### src/rtl/pipeline_pkg.sv
// Shared pipeline definitions: operand-mux select codes and the hazard shadow-slot record.
package pipeline_pkg;

  localparam int NB_REG = 5;

  localparam logic [1:0] SEL_RF    = 2'b00;
  localparam logic [1:0] SEL_EXMEM = 2'b01;
  localparam logic [1:0] SEL_MEMWB = 2'b10;

  typedef struct packed {
    logic              valid;
    logic [NB_REG-1:0] dest;
    logic              reg_write;
    logic              mem_read;
  } slot_t;

  localparam slot_t SLOT_BUBBLE = '0;

endpackage

### src/rtl/fwd_match.sv
// Per-operand forwarding comparator: picks the youngest in-flight writer of the source register.
module fwd_match
  import pipeline_pkg::*;
(
  input  logic              use_i,
  input  logic [NB_REG-1:0] src_i,
  input  logic [NB_REG-1:0] ex_dest_i,
  input  logic              ex_wr_i,
  input  logic [NB_REG-1:0] mem_dest_i,
  input  logic              mem_wr_i,
  output logic [1:0]        sel_o
);

  logic hit_ex;
  logic hit_mem;

  // $0 is hardwired to zero, so a write to it never produces a forwardable value
  assign hit_ex  = use_i && ex_wr_i  && (ex_dest_i  != '0) && (ex_dest_i  == src_i);
  assign hit_mem = use_i && mem_wr_i && (mem_dest_i != '0) && (mem_dest_i == src_i);

  always_comb begin
    sel_o = SEL_RF;
    if (hit_ex) begin
      sel_o = SEL_EXMEM;
    end else if (hit_mem) begin
      sel_o = SEL_MEMWB;
    end
  end

endmodule

### src/rtl/hazard_forward_unit.sv
// Registered ALU-operand forwarding selects and load-use stall request with a saturating stall counter.
module hazard_forward_unit #(
  parameter int NB_REG = 5,
  parameter int NB_CNT = 16
) (
  input  logic              i_clk,
  input  logic              i_rst_n,
  input  logic              i_halt,
  input  logic              i_flush,
  input  logic              i_id_valid,
  input  logic [NB_REG-1:0] i_id_rs,
  input  logic [NB_REG-1:0] i_id_rt,
  input  logic              i_id_use_rs,
  input  logic              i_id_use_rt,
  input  logic [NB_REG-1:0] i_id_dest,
  input  logic              i_id_reg_write,
  input  logic              i_id_mem_read,
  output logic [1:0]        o_sel_a,
  output logic [1:0]        o_sel_b,
  output logic              o_stall,
  output logic [NB_CNT-1:0] o_stall_count
);
  import pipeline_pkg::*;

  slot_t             ex_q, ex_d, mem_q, mem_d, wb_q, wb_d;
  slot_t             id_slot;
  logic [1:0]        sel_a_q, sel_a_d, sel_b_q, sel_b_d;
  logic [1:0]        fwd_a, fwd_b;
  logic [NB_CNT-1:0] cnt_q, cnt_d;
  logic              load_use;
  logic              unused_wb;

  always_comb begin
    id_slot = SLOT_BUBBLE;
    if (i_id_valid) begin
      id_slot.valid     = 1'b1;
      id_slot.dest      = i_id_dest;
      id_slot.reg_write = i_id_reg_write;
      id_slot.mem_read  = i_id_mem_read;
    end
  end

  assign load_use = i_id_valid && ex_q.valid && ex_q.mem_read && ex_q.reg_write &&
                    (ex_q.dest != '0) &&
                    ((i_id_use_rs && (i_id_rs == ex_q.dest)) ||
                     (i_id_use_rt && (i_id_rt == ex_q.dest)));

  // A taken branch squashes the ID instruction, so its hazard is moot
  assign o_stall = load_use && !i_flush;

  fwd_match u_fwd_a (
    .use_i      (i_id_valid && i_id_use_rs),
    .src_i      (i_id_rs),
    .ex_dest_i  (ex_q.dest),
    .ex_wr_i    (ex_q.valid && ex_q.reg_write),
    .mem_dest_i (mem_q.dest),
    .mem_wr_i   (mem_q.valid && mem_q.reg_write),
    .sel_o      (fwd_a)
  );

  fwd_match u_fwd_b (
    .use_i      (i_id_valid && i_id_use_rt),
    .src_i      (i_id_rt),
    .ex_dest_i  (ex_q.dest),
    .ex_wr_i    (ex_q.valid && ex_q.reg_write),
    .mem_dest_i (mem_q.dest),
    .mem_wr_i   (mem_q.valid && mem_q.reg_write),
    .sel_o      (fwd_b)
  );

  always_comb begin
    ex_d    = ex_q;
    mem_d   = mem_q;
    wb_d    = wb_q;
    sel_a_d = sel_a_q;
    sel_b_d = sel_b_q;
    cnt_d   = cnt_q;
    if (!i_halt) begin
      mem_d = ex_q;
      wb_d  = mem_q;
      if (i_flush || load_use) begin
        ex_d    = SLOT_BUBBLE;
        sel_a_d = SEL_RF;
        sel_b_d = SEL_RF;
        if (!i_flush && (cnt_q != '1)) begin
          cnt_d = cnt_q + 1'b1;
        end
      end else begin
        ex_d    = id_slot;
        sel_a_d = fwd_a;
        sel_b_d = fwd_b;
      end
    end
  end

  always_ff @(posedge i_clk or negedge i_rst_n) begin
    if (!i_rst_n) begin
      ex_q    <= SLOT_BUBBLE;
      mem_q   <= SLOT_BUBBLE;
      wb_q    <= SLOT_BUBBLE;
      sel_a_q <= SEL_RF;
      sel_b_q <= SEL_RF;
      cnt_q   <= '0;
    end else begin
      ex_q    <= ex_d;
      mem_q   <= mem_d;
      wb_q    <= wb_d;
      sel_a_q <= sel_a_d;
      sel_b_q <= sel_b_d;
      cnt_q   <= cnt_d;
    end
  end

  // WB is kept only as a record; the register file already resolves that distance
  assign unused_wb = ^wb_q;

  assign o_sel_a       = sel_a_q;
  assign o_sel_b       = sel_b_q;
  assign o_stall_count = cnt_q;

endmodule

### config.mk
export PLATFORM = sky130hd
export DESIGN_NAME = hazard_forward_unit
export DESIGN_NICKNAME = d
export VERILOG_FILES = /design/src/rtl/pipeline_pkg.sv /design/src/rtl/fwd_match.sv /design/src/rtl/hazard_forward_unit.sv
export SDC_FILE = /design/constraint.sdc
export NUM_CORES = 1
export LEC_CHECK = 0
export ABC_AREA = 1
export CAP_MARGIN = 40
export CELL_PAD_IN_SITES_DETAIL_PLACEMENT = 1
export CELL_PAD_IN_SITES_GLOBAL_PLACEMENT = 1
export CORE_ASPECT_RATIO = 0.75
export CORE_MARGIN = 4
export CORE_UTILIZATION = 36
export CTS_BUF_LIST = sky130_fd_sc_hd__clkbuf_4 sky130_fd_sc_hd__clkbuf_8 sky130_fd_sc_hd__clkbuf_16
export DETAILED_ROUTE_END_ITERATION = 7
export PLACE_DENSITY = 0.86
export SYNTH_ARGS = -nofsm -noshare
export SYNTH_HDL_FRONTEND = slang
export SYNTH_SLANG_ARGS = --single-unit
### constraint.sdc
create_clock -name i_clk -period 2.2 [get_ports i_clk]
set_input_delay 0.66 -clock i_clk [delete_from_list [all_inputs] [get_ports i_clk]]
set_output_delay 0.66 -clock i_clk [all_outputs]
set_load 0.05 [all_outputs]
==> flow_summary.yaml, run 1 <==
run_status:
  status: "complete, but fails checks"
  violations: "negative setup slack"
critical_path:
  endpoint_kind: "output pin"
  critPathMaxFanout: 3
  timing.rr.start: "o_stall_count[0]"
  arrival_ns: 1.63
  cp_slowest_stage_delay_ns: 0.15
  r2r_slack_ns: 0.37
  critPathTopFamily: "simple AND/OR/NAND/NOR gates"
  r2r_end: "o_stall_count[1]"
  crit_top_cell: "nand2_1"
  critPathLaunchType: "primary input"
  crit_buf_inv: 3
  ff2ff_path_depth: 11
  path_class: "primary input to output pin"
  crit_slowest_cell: "nor2_2"
  crit_chain: "buf_2 -> inv_1 -> nand2_1 -> nand2_1 -> nor2_2 -> nand4_1 -> nand2_2 -> nand2_4 -> nor2_4 -> buf_12"
  cp.required_ns: 1.54
drt:
  totalWireLength_mm: 7.088
  drc: 0
  drt_iter0_drc: 127
  viasPerCell: 5.052
  drtAntennaViolNets: 0
  vias: 2253
  dr.pass1.iters: 4
  wl_per_cell_um: 15.89
timing:
  hold_viol_final: 0
  skew_ns: 0.003125
  timing.final.ws_setup_ns: -0.09080
  fmaxAchievable_mhz: 436.5
  maxSlewHeadroom_pct: 68.84
  setup_viol: 1
  slew_violations: 0
  period_needed_ns: 2.291
  tns_ns: -0.09080
  rsz0062_at_grt: "true"
  finalCritPeriodShare_pct: 104.1
  tightest_slew_ns: 0.4673
yosys:
  postSynthAreaPerCell_sq_um: 7.299
  ys_warn_count: 0
  synth_top_family_by_area: "simple AND/OR/NAND/NOR gates"
  netlist_area_sq_um: 2153
  synth_xor_area_share_pct: 8.948
  synth-seq-cells: 35
  synth_nets: 320
  synth_mux_area_share_pct: 0
  synth_compound_area_share_pct: 4.126
  ys_seq_area_share_pct: 40.67
  synthCells: 295
  synthAdderAreaFrac_pct: 0.5811
  synth-simple-area-share_pct: 39.51
  ys_types: 25
clock_tree:
  cts_hold_buf: 0
  cts_tree: "done"
  cts_buffers: 5
  clockBufferDepth: 2
  worstSkewPairLatency_ns: 0.29
  clkSinkCount: 35
  clk_pin_slew_ns: 0.07
  htree_levels: 2
  cts_root_buf: "clkbuf_8"
power_and_ir_drop:
  sw_frac_of_total_pct: 28.33
  p_switching_uw: 400.9
  power_frac_comb_pct: 17.2
  power_frac_seq_pct: 48.4
  powerDensity_nw_per_um2: 482.3
  internal_power_mw: 1.014
  total_power_mw: 1.415
  p_leak_nw: 1.530
  peakVddDrop_mv: 0.2473
  power_frac_clock_pct: 34.4
die:
  rows: 24
  die_h_um: 74.98
  io_pins: 45
  start_util_pct: 37.15
  die_x_um: 97.31
  die-area_sq_um: 7296
  core_area_sq_um: 5796
grt:
  grt_pass1_vias: 2318
  grt_max_degree: 36
  antenna_found_initial: 0
  grt_use_total_pct: 20.00
  grt_pass1_wl_mm: 11.60
  grt_overflow_total: 0
placed_design:
  place_ws_ns: -0.5856
  place_congestion: 0.9207
  portBuffers: 44
  placed_cells: 433
  place.detailed.hpwl_mm: 5.273
worst_hold_path:
  hold_path_class: "flop to flop"
  holdPathStages: 2
  holdPathEnd: "ex_q[0]"
  min-delay-start: "ex_q[0]"
finish:
  layout-drive-gt1-share_pct: 27.72
  num_antenna_cells: 0
  stdcell_count: 446
  mostFrequentLayoutCells: "112 x nand2_1, 48 x buf_4, 32 x dfrtp_1, 19 x nand4_1, 19 x nor2_1"
  syn2layout_area_growth_pct: 36.26
  final_common_cell: "nand2_1"
  nNetsFinal: 392
  fill_cells: 745
flow_run:
  max-cap-violations: 0
## cells by family (layout without fill, tap and decap cells)
| logic type | count (synthesis) | in the layout |
|---|---|---|
| buffers and inverters | 32 | 105 |
| DFF | 35 | 35 |
| adders and majority gates | 1 | 1 |
| and+or+nand+nor | 192 | 192 |
| xor gates and xnor gates | 22 | 22 |
| AOI/OAI and AO/OA | 13 | 13 |
## state kept, by name, indices dropped and copies added, names as in the netlist
name           count
mem_q              7
o_sel_b            2
ex_q               8
o_sel_a            2
o_stall_count     16
## worst register-to-register path, delay by kind of cell, from the launching register on
kind	cells	cell delay, ns
buf+inv	1	0.05
fa+ha+maj	1	0.21
flops	1	0.41
simple gates	9	1.12
## repair_timing
action,4_1_cts,5_1_grt
setup endpoints to repair,15,1
pin swaps,13,15
hold endpoints to repair,0,0
buffers inserted,2,3
resized for setup,40,22
## layout make-up
cell class / instances / area [sq um] / area share, %
clock buffers: 7 / 83.83 / 2.857
clock inverters: 1 / 5.005 / 0.1706
inverters: 25 / 93.84 / 3.198
multi-input cells: 228 / 1207 / 41.15
flip-flops and latches: 35 / 879.6 / 29.98
well taps: 78 / 97.59 / 3.326
repair buffers: 72 / 566.8 / 19.32
## Yosys cell counts
| master | number | area, sq um |
|---|---|---|
| nor2_1 | 22 | 82.58 |
| a21oi_1 | 1 | 5.000 |
| dfrtp_1 | 35 | 875.8 |
| xor2_1 | 10 | 87.58 |
| nor4_1 | 2 | 12.51 |
| o21ai_0 | 10 | 50.05 |
| nand2_1 | 118 | 442.9 |
| ha_1 | 1 | 12.51 |
| nand2_2 | 1 | 6.260 |
| nand3_4 | 1 | 17.52 |
| nand2_8 | 1 | 20.02 |
| nand2_4 | 1 | 11.26 |
| clkbuf_1 | 4 | 15.01 |
| xnor2_1 | 12 | 105.1 |
| buf_2 | 1 | 5.000 |
| buf_6 | 1 | 11.26 |
| nand4_1 | 19 | 118.9 |
| nand3_1 | 17 | 85.08 |
| o22ai_1 | 1 | 6.260 |
| nor2_2 | 3 | 18.77 |
| inv_1 | 18 | 67.56 |
| inv_2 | 7 | 26.28 |
| a41oi_4 | 1 | 27.53 |
| buf_4 | 1 | 7.510 |
| nor3_1 | 7 | 35.03 |
## worst max-delay path by stage
stage / start / endpoint / depth (start not counted)
6_report: i_id_rs[2] / o_stall / 10
5_1_grt: i_id_rs[2] / o_stall / 10
4_1_cts: ex_q[3] / o_stall / 7
3_5_place_dp: i_id_rs[0] / o_stall / 10
2_1_floorplan: i_id_rt[3] / o_stall / 8
3_3_place_gp: i_id_rt[0] / o_stall / 10
## stage by stage
| step | hold slack (ns) | area (sq um) | utilization [%] |
|---|---|---|---|
| floorplan | 0.3644 | 2161 | - |
| global placement | 0.4651 | 2793 | 48.19 |
| detailed placement | 0.4710 | 2793 | 48.19 |
| CTS | 0.4961 | 2889 | 49.85 |
| global route | 0.5204 | 2934 | 50.63 |
| finish | 0.4957 | 2934 | 50.63 |
## power by group through the flow
stage / Combinational [mW] / Sequential, mW / Clock (mW)
6_report: 0.243 / 0.686 / 0.487
2_1_floorplan: 0.0998 / 0.689 / 0
5_1_grt: 0.265 / 0.688 / 0.522
3_5_place_dp: 0.223 / 0.696 / 0
4_1_cts: 0.225 / 0.684 / 0.497
3_3_place_gp: 0.215 / 0.694 / 0
## per-layer routing
layer	global-route usage (%)	wire length [um]	vias up
met3	3.148	223	14
met2	32.80	3324	48
met4	5.530	113	0
li1	-	-	1095
met5	0	0	-
met1	27.98	3426	1096
Note: power is estimated with default switching activity, not from simulation.
==> inputs of run 2 (changes only) <==
Settings changed: CORE_UTILIZATION 36 to 25, PLACE_DENSITY 0.86 to 0.65.
==> run 2 against run 1 <==
The flow still finishes with violations (negative setup slack). Critical path type unchanged. Sequential share of layout area decreased by 3.9 points. Worst setup slack worse by 0.042 ns. Register-to-register slack got worse by 0.24 ns. Critical path depth down 3. Power rose by 25%. Cell count up 14%. Non-clock buffer count grew 31. Combinational power up 35%. Via count is 5.6% higher.
==> flow_summary.yaml, run 2 (synthesized netlist as in run 1, its figures left out) <==
timing:
  slew_violations: 0
  finalCritPeriodShare_pct: 106.0
  setup_viol: 1
  timing.final.ws_setup_ns: -0.1331
  whs_ns: 0.4844
  maxSlewHeadroom_pct: 66.75
  skew_ns: 0.01126
  fmaxAchievable_mhz: 428.6
  hold_viol_final: 0
  tns_ns: -0.1331
  period_needed_ns: 2.333
  tightest_slew_ns: 0.4987
  rsz0062_at_grt: "true"
finish:
  nNetsFinal: 423
  seq_area_sq_um: 879.6
  layout-drive-gt1-share_pct: 36.59
  post-route-util_pct: 40.07
  final_common_cell: "nand2_1"
  mostFrequentLayoutCells: "105 x nand2_1, 75 x buf_4, 32 x dfrtp_1, 19 x nand4_1, 18 x nor2_1"
  multiInputGateArea_sq_um: 1265
  num_antenna_cells: 0
  largest_reg_flops: 16
  syn2layout_area_growth_pct: 56.65
  stdcell_count: 507
  fill_cells: 1027
power_and_ir_drop:
  powerDensity_nw_per_um2: 526.5
  peakVddDrop_mv: 0.2180
  power_frac_seq_pct: 38.8
  p_switching_uw: 483.7
  p_leak_nw: 1.732
  internal_power_mw: 1.292
  power_frac_clock_pct: 42.7
  total_power_mw: 1.776
  sw_frac_of_total_pct: 27.23
  power_frac_comb_pct: 18.5
run_status:
  violations: "negative setup slack"
  status: "complete, but fails checks"
grt:
  grt_overflow_total: 0
  grt_pass1_wl_mm: 13.69
  antenna_found_initial: 0
  grt_pass1_vias: 2630
  grt_max_degree: 36
  grt_use_total_pct: 17.25
clock_tree:
  clockBufferDepth: 2
  cts_tree: "done"
  cts_hold_buf: 0
  clk_pin_slew_ns: 0.06
  cts_root_buf: "clkbuf_16"
  htree_levels: 2
  worstSkewPairLatency_ns: 0.29
  clkSinkCount: 35
  cts_buffers: 5
die:
  die_h_um: 88.38
  die_x_um: 115.2
  die-area_sq_um: 10180
  start_util_pct: 25.58
  io_pins: 45
  core_area_sq_um: 8418
  rows: 29
placed_design:
  place_congestion: 0.7769
  place.detailed.hpwl_mm: 5.157
  portBuffers: 44
  placed_cells: 464
drt:
  totalWireLength_mm: 8.126
  viasPerCell: 4.694
  drc: 0
  vias: 2380
  wl_per_cell_um: 16.03
  drt_iter0_drc: 125
  dr.pass1.iters: 4
  drtAntennaViolNets: 0
critical_path:
  cp_slowest_stage_delay_ns: 0.22
  critPathMaxFanout: 2
  crit_slowest_cell: "clkdlybuf4s15_1"
  critPathLaunchType: "primary input"
  crit_chain: "clkdlybuf4s15_1 -> xnor2_2 -> nand4_1 -> nand2_2 -> nand2_4 -> nor2_4 -> buf_12"
  arrival_ns: 1.67
  cp.required_ns: 1.54
  endpoint_kind: "output pin"
  path_class: "primary input to output pin"
flow_run:
  max-cap-violations: 0
worst_hold_path:
  hold_path_class: "flop to flop"
run 2: changes by cell type in the layout (fill, tap and decap cells not counted), moves of 4 or more:
cell and delta:
buf_4 +27, nand2_1 -7, buf_6 +6, clkbuf_16 +5, nand2_2 +7, clkbuf_8 -4, clkbuf_2 -4
run 2: stage by stage:
stage	instance area, sq um	setup WS [ns]
2_1_floorplan	2161	0.08304
3_3_place_gp	2838	-0.5576
3_5_place_dp	2838	-0.5766
4_1_cts	3288	-0.1725
5_1_grt	3373	-0.2314
6_report	3373	-0.1331
run 2: layer usage:
layer,part of all wire [%],vias up,GRT usage [%]
met5,0,-,0
met1,48,1156,22.88
met4,2.1,0,6.290
met3,3.9,14,3.281
li1,-,1160,-
met2,46,50,28.20
run 2: final cells by class:
type	count	area share (%)
clock buffer	7	4.340
sequential	35	26.08
timing repair buffer	103	25.04
inverter	25	2.782
tap	108	4.006
multi-input combinational	228	37.50
clock inverter	1	0.2596
run 2: critical path, delay by kind of cell:
kind / cells / cell delay [ns]
XOR/XNOR: 1 / 0.20
buffers and inverters: 2 / 0.37
AND/OR/NAND/NOR: 4 / 0.44
run 2: power by group through the flow:
stage / logic [mW] / registers (mW) / clock network (mW)
final: 0.329 / 0.689 / 0.759
after detailed placement: 0.225 / 0.697 / 0
after floorplan: 0.0998 / 0.689 / 0
after global routing: 0.363 / 0.692 / 0.795
after CTS: 0.299 / 0.686 / 0.764
after global placement: 0.220 / 0.695 / 0
run 2: worst paths after layout:
| check | start | end | slack [ns] | cells past startpoint |
|---|---|---|---|---|
| setup / recovery | i_id_rt[4] | o_stall | -0.13 | 7 |
| setup reg to reg | ex_q[3] | o_sel_a[1] | 0.13 | 14 |
| hold reg to reg | o_sel_a[1] | o_sel_a[1] | 0.48 | 2 |
| min in group asynchronous | i_rst_n | o_stall_count[7] | 0.81 | 2 |
| hold / removal | o_sel_a[1] | o_sel_a[1] | 0.48 | 2 |
| max in group asynchronous | i_rst_n | ex_q[4] | 1.01 | 2 |
run 2: what timing repair did:
action / 4_1_cts / 5_1_grt
cloned: 0 / 0
resized for setup: 56 / 35
endpoints found under the setup margin: 15 / 4
pin swaps: 19 / 24
buffers inserted: 38 / 6
==> inputs of run 3 (changes only) <==
Settings changed: SYNTH_HIERARCHICAL set to 1.
==> run 3 against run 2 <==
The run still ends with negative setup slack left. Clock skew decreased by 0.0061 ns. Synthesized area rose by 19%. Combinational power fell by 9.4%. Clock-buffer cell count fell by 2. First-iteration DRC count increased by 8.0%. Register-to-register slack better by 0.26 ns. Critical endpoint unchanged. Largest power group unchanged. Highest routed layer unchanged.
==> flow_summary.yaml, run 3 <==
run_status:
  status: "complete, but fails checks"
  violations: "negative setup slack"
timing:
  skew_ns: 0.005164
  slew_violations: 0
  rsz0062_at_grt: "true"
  finalCritPeriodShare_pct: 102.8
  tightest_slew_ns: 0.4549
  setup_viol: 1
  fmaxAchievable_mhz: 442.1
  whs_ns: 0.3238
  timing.final.ws_setup_ns: -0.06184
  hold_viol_final: 0
  period_needed_ns: 2.262
  tns_ns: -0.06184
  maxSlewHeadroom_pct: 69.68
critical_path:
  crit_slowest_cell: "dfrtp_2"
  critPathTopFamily: "simple AND/OR/NAND/NOR gates"
  critPathMaxFanout: 4
  endpoint_kind: "output pin"
  critPathLaunchType: "flop"
  path_class: "flop to output pin"
  crit_chain: "inv_2 -> nand2_1 -> nand2_1 -> nor2_1 -> nand3_1 -> nand2_2 -> nand3_2 -> inv_2 -> buf_12"
  cp_slowest_stage_delay_ns: 0.44
  crit_buf_inv: 3
  arrival_ns: 1.60
  cp.required_ns: 1.54
drt:
  dr.pass1.iters: 4
  drtAntennaViolNets: 0
  vias: 2755
  totalWireLength_mm: 8.632
  drc: 0
  drt_iter0_drc: 135
  wl_per_cell_um: 14.01
  viasPerCell: 4.472
yosys:
  ys_types: 26
  ys_warn_count: 6
  synth.area.top_cells: "dfrtp_1 34%, nand2_1 24%, inv_1 6.9%"
  synth_top_area_share_pct: 34.15
  ys.flop_type: "dfrtp_1"
  postSynthAreaPerCell_sq_um: 6.349
  synth-seq-cells: 35
  ys_seq_area_share_pct: 34.15
  async_flop_share_pct: 100.0
  yosysTopAreaCell: "dfrtp_1"
  synth_commonest_cells: "161 x nand2_1, 47 x inv_1, 37 x nor2_1"
  synth_nets: 429
  synthCells: 404
  yosysMostFrequentCell: "nand2_1"
  synth_edf_count: 0
  netlist_area_sq_um: 2565
placed_design:
  place.detailed.hpwl_mm: 6.758
  placed_area_sq_um: 3298
  portBuffers: 44
  place_congestion: 0.8599
finish:
  syn2layout_area_growth_pct: 36.73
  largest_reg_flops: 16
  nNetsFinal: 508
  num_antenna_cells: 0
  final_area_sq_um: 3507
  layout-drive-gt1-share_pct: 26.86
  final_common_cell: "nand2_1"
  mostFrequentLayoutCells: "155 x nand2_1, 56 x buf_4, 44 x inv_1, 36 x nor2_1, 30 x dfrtp_1"
clock_tree:
  worstSkewPairLatency_ns: 0.28
  htree_levels: 2
  cts_root_buf: "clkbuf_16"
  clk_pin_slew_ns: 0.06
  clockBufferDepth: 2
  cts_buffers: 5
  cts_tree: "done"
  clkSinkCount: 35
grt:
  grt_max_degree: 25
  grt_overflow_total: 0
  grt_pass1_wl_mm: 14.19
  grt_pass1_vias: 2776
  antenna_found_initial: 0
  grt_use_total_pct: 14.78
die:
  rows: 31
  start_util_pct: 26.14
  io_pins: 45
  core_area_sq_um: 9813
  die_h_um: 95.72
  die-area_sq_um: 11960
  die_x_um: 125.0
flow_run:
  max-cap-violations: 0
power_and_ir_drop:
  peakVddDrop_mv: 0.3306
  p_leak_nw: 1.830
  total_power_mw: 1.804
  powerDensity_nw_per_um2: 514.4
worst_hold_path:
  hold_path_class: "primary input to async pin"
[run 3: per-layer routing]
layer  share of wire [%]  vias to the layer above  track usage [%]
met5                   0                        -                0
met4                0.76                        0            3.430
met3                 4.2                        4            2.219
met2                  43                       57            22.41
met1                  52                     1294            22.17
li1                    -                     1400                -
[run 3: final timing paths]
path,startpoint,end,slack (ns),cells after the start
setup reg to reg,ex_q[4],o_stall_count[0],0.39,12
min in group i_clk,mem_q[1],mem_q[1],0.48,2
setup / recovery,ex_q[4],o_stall,-0.06,9
max in group asynchronous,i_rst_n,o_sel_a[0],1.41,2
hold reg to reg,mem_q[1],mem_q[1],0.48,2
hold / removal,i_rst_n,ex_q[5],0.32,1
[run 3: cells by family (layout without fill, tap and decap cells)]
| logic type | after synthesis | count (layout) | synth area share [%] |
|---|---|---|---|
| buffers and inverters | 75 | 155 | 12.78 |
| adders and majority gates | 1 | 1 | 0.4877 |
| and+or+nand+nor | 262 | 262 | 44.34 |
| AOI/OAI and AO/OA | 18 | 18 | 3.805 |
| DFF | 35 | 35 | 34.15 |
| xor gates and xnor gates | 13 | 13 | 4.439 |
[run 3: where the power goes]
part	internal (mW)	total, mW	switching, mW
logic	0.127	0.298	0.171
clock network	0.534	0.818	0.284
registers	0.663	0.688	0.0255
total	1.32	1.80	0.480
[run 3: cell type report]
| class | count | area (sq um) |
|---|---|---|
| Fill cell | 1268 | 6306 |
| Multi-Input combinational cell | 294 | 1389 |
| Sequential cell | 35 | 882.1 |
| Timing Repair Buffer | 83 | 661.9 |
| Inverter | 64 | 240.2 |
| Tap cell | 132 | 165.2 |
| Clock buffer | 5 | 125.1 |
| Clock inverter | 3 | 43.79 |
[run 3: metrics by stage]
stage / instances / setup slack (ns) / util [%]
finish: 616 / -0.06184 / 35.74
detailed placement: 602 / -0.5302 / 33.61
CTS: 613 / -0.08987 / 35.48
global route: 616 / -0.1049 / 35.74
global placement: 602 / -0.5202 / 33.61
floorplan: 404 / 0.1477 / -
[run 3: what timing repair did]
item | CTS | global route
hold endpoints to repair | 0 | 0
gates resized for setup | 50 | 11
setup buffers | 3 | 3
endpoints found under the setup margin | 1 | 1
pin swaps | 9 | 11
hold buffers | 0 | 0
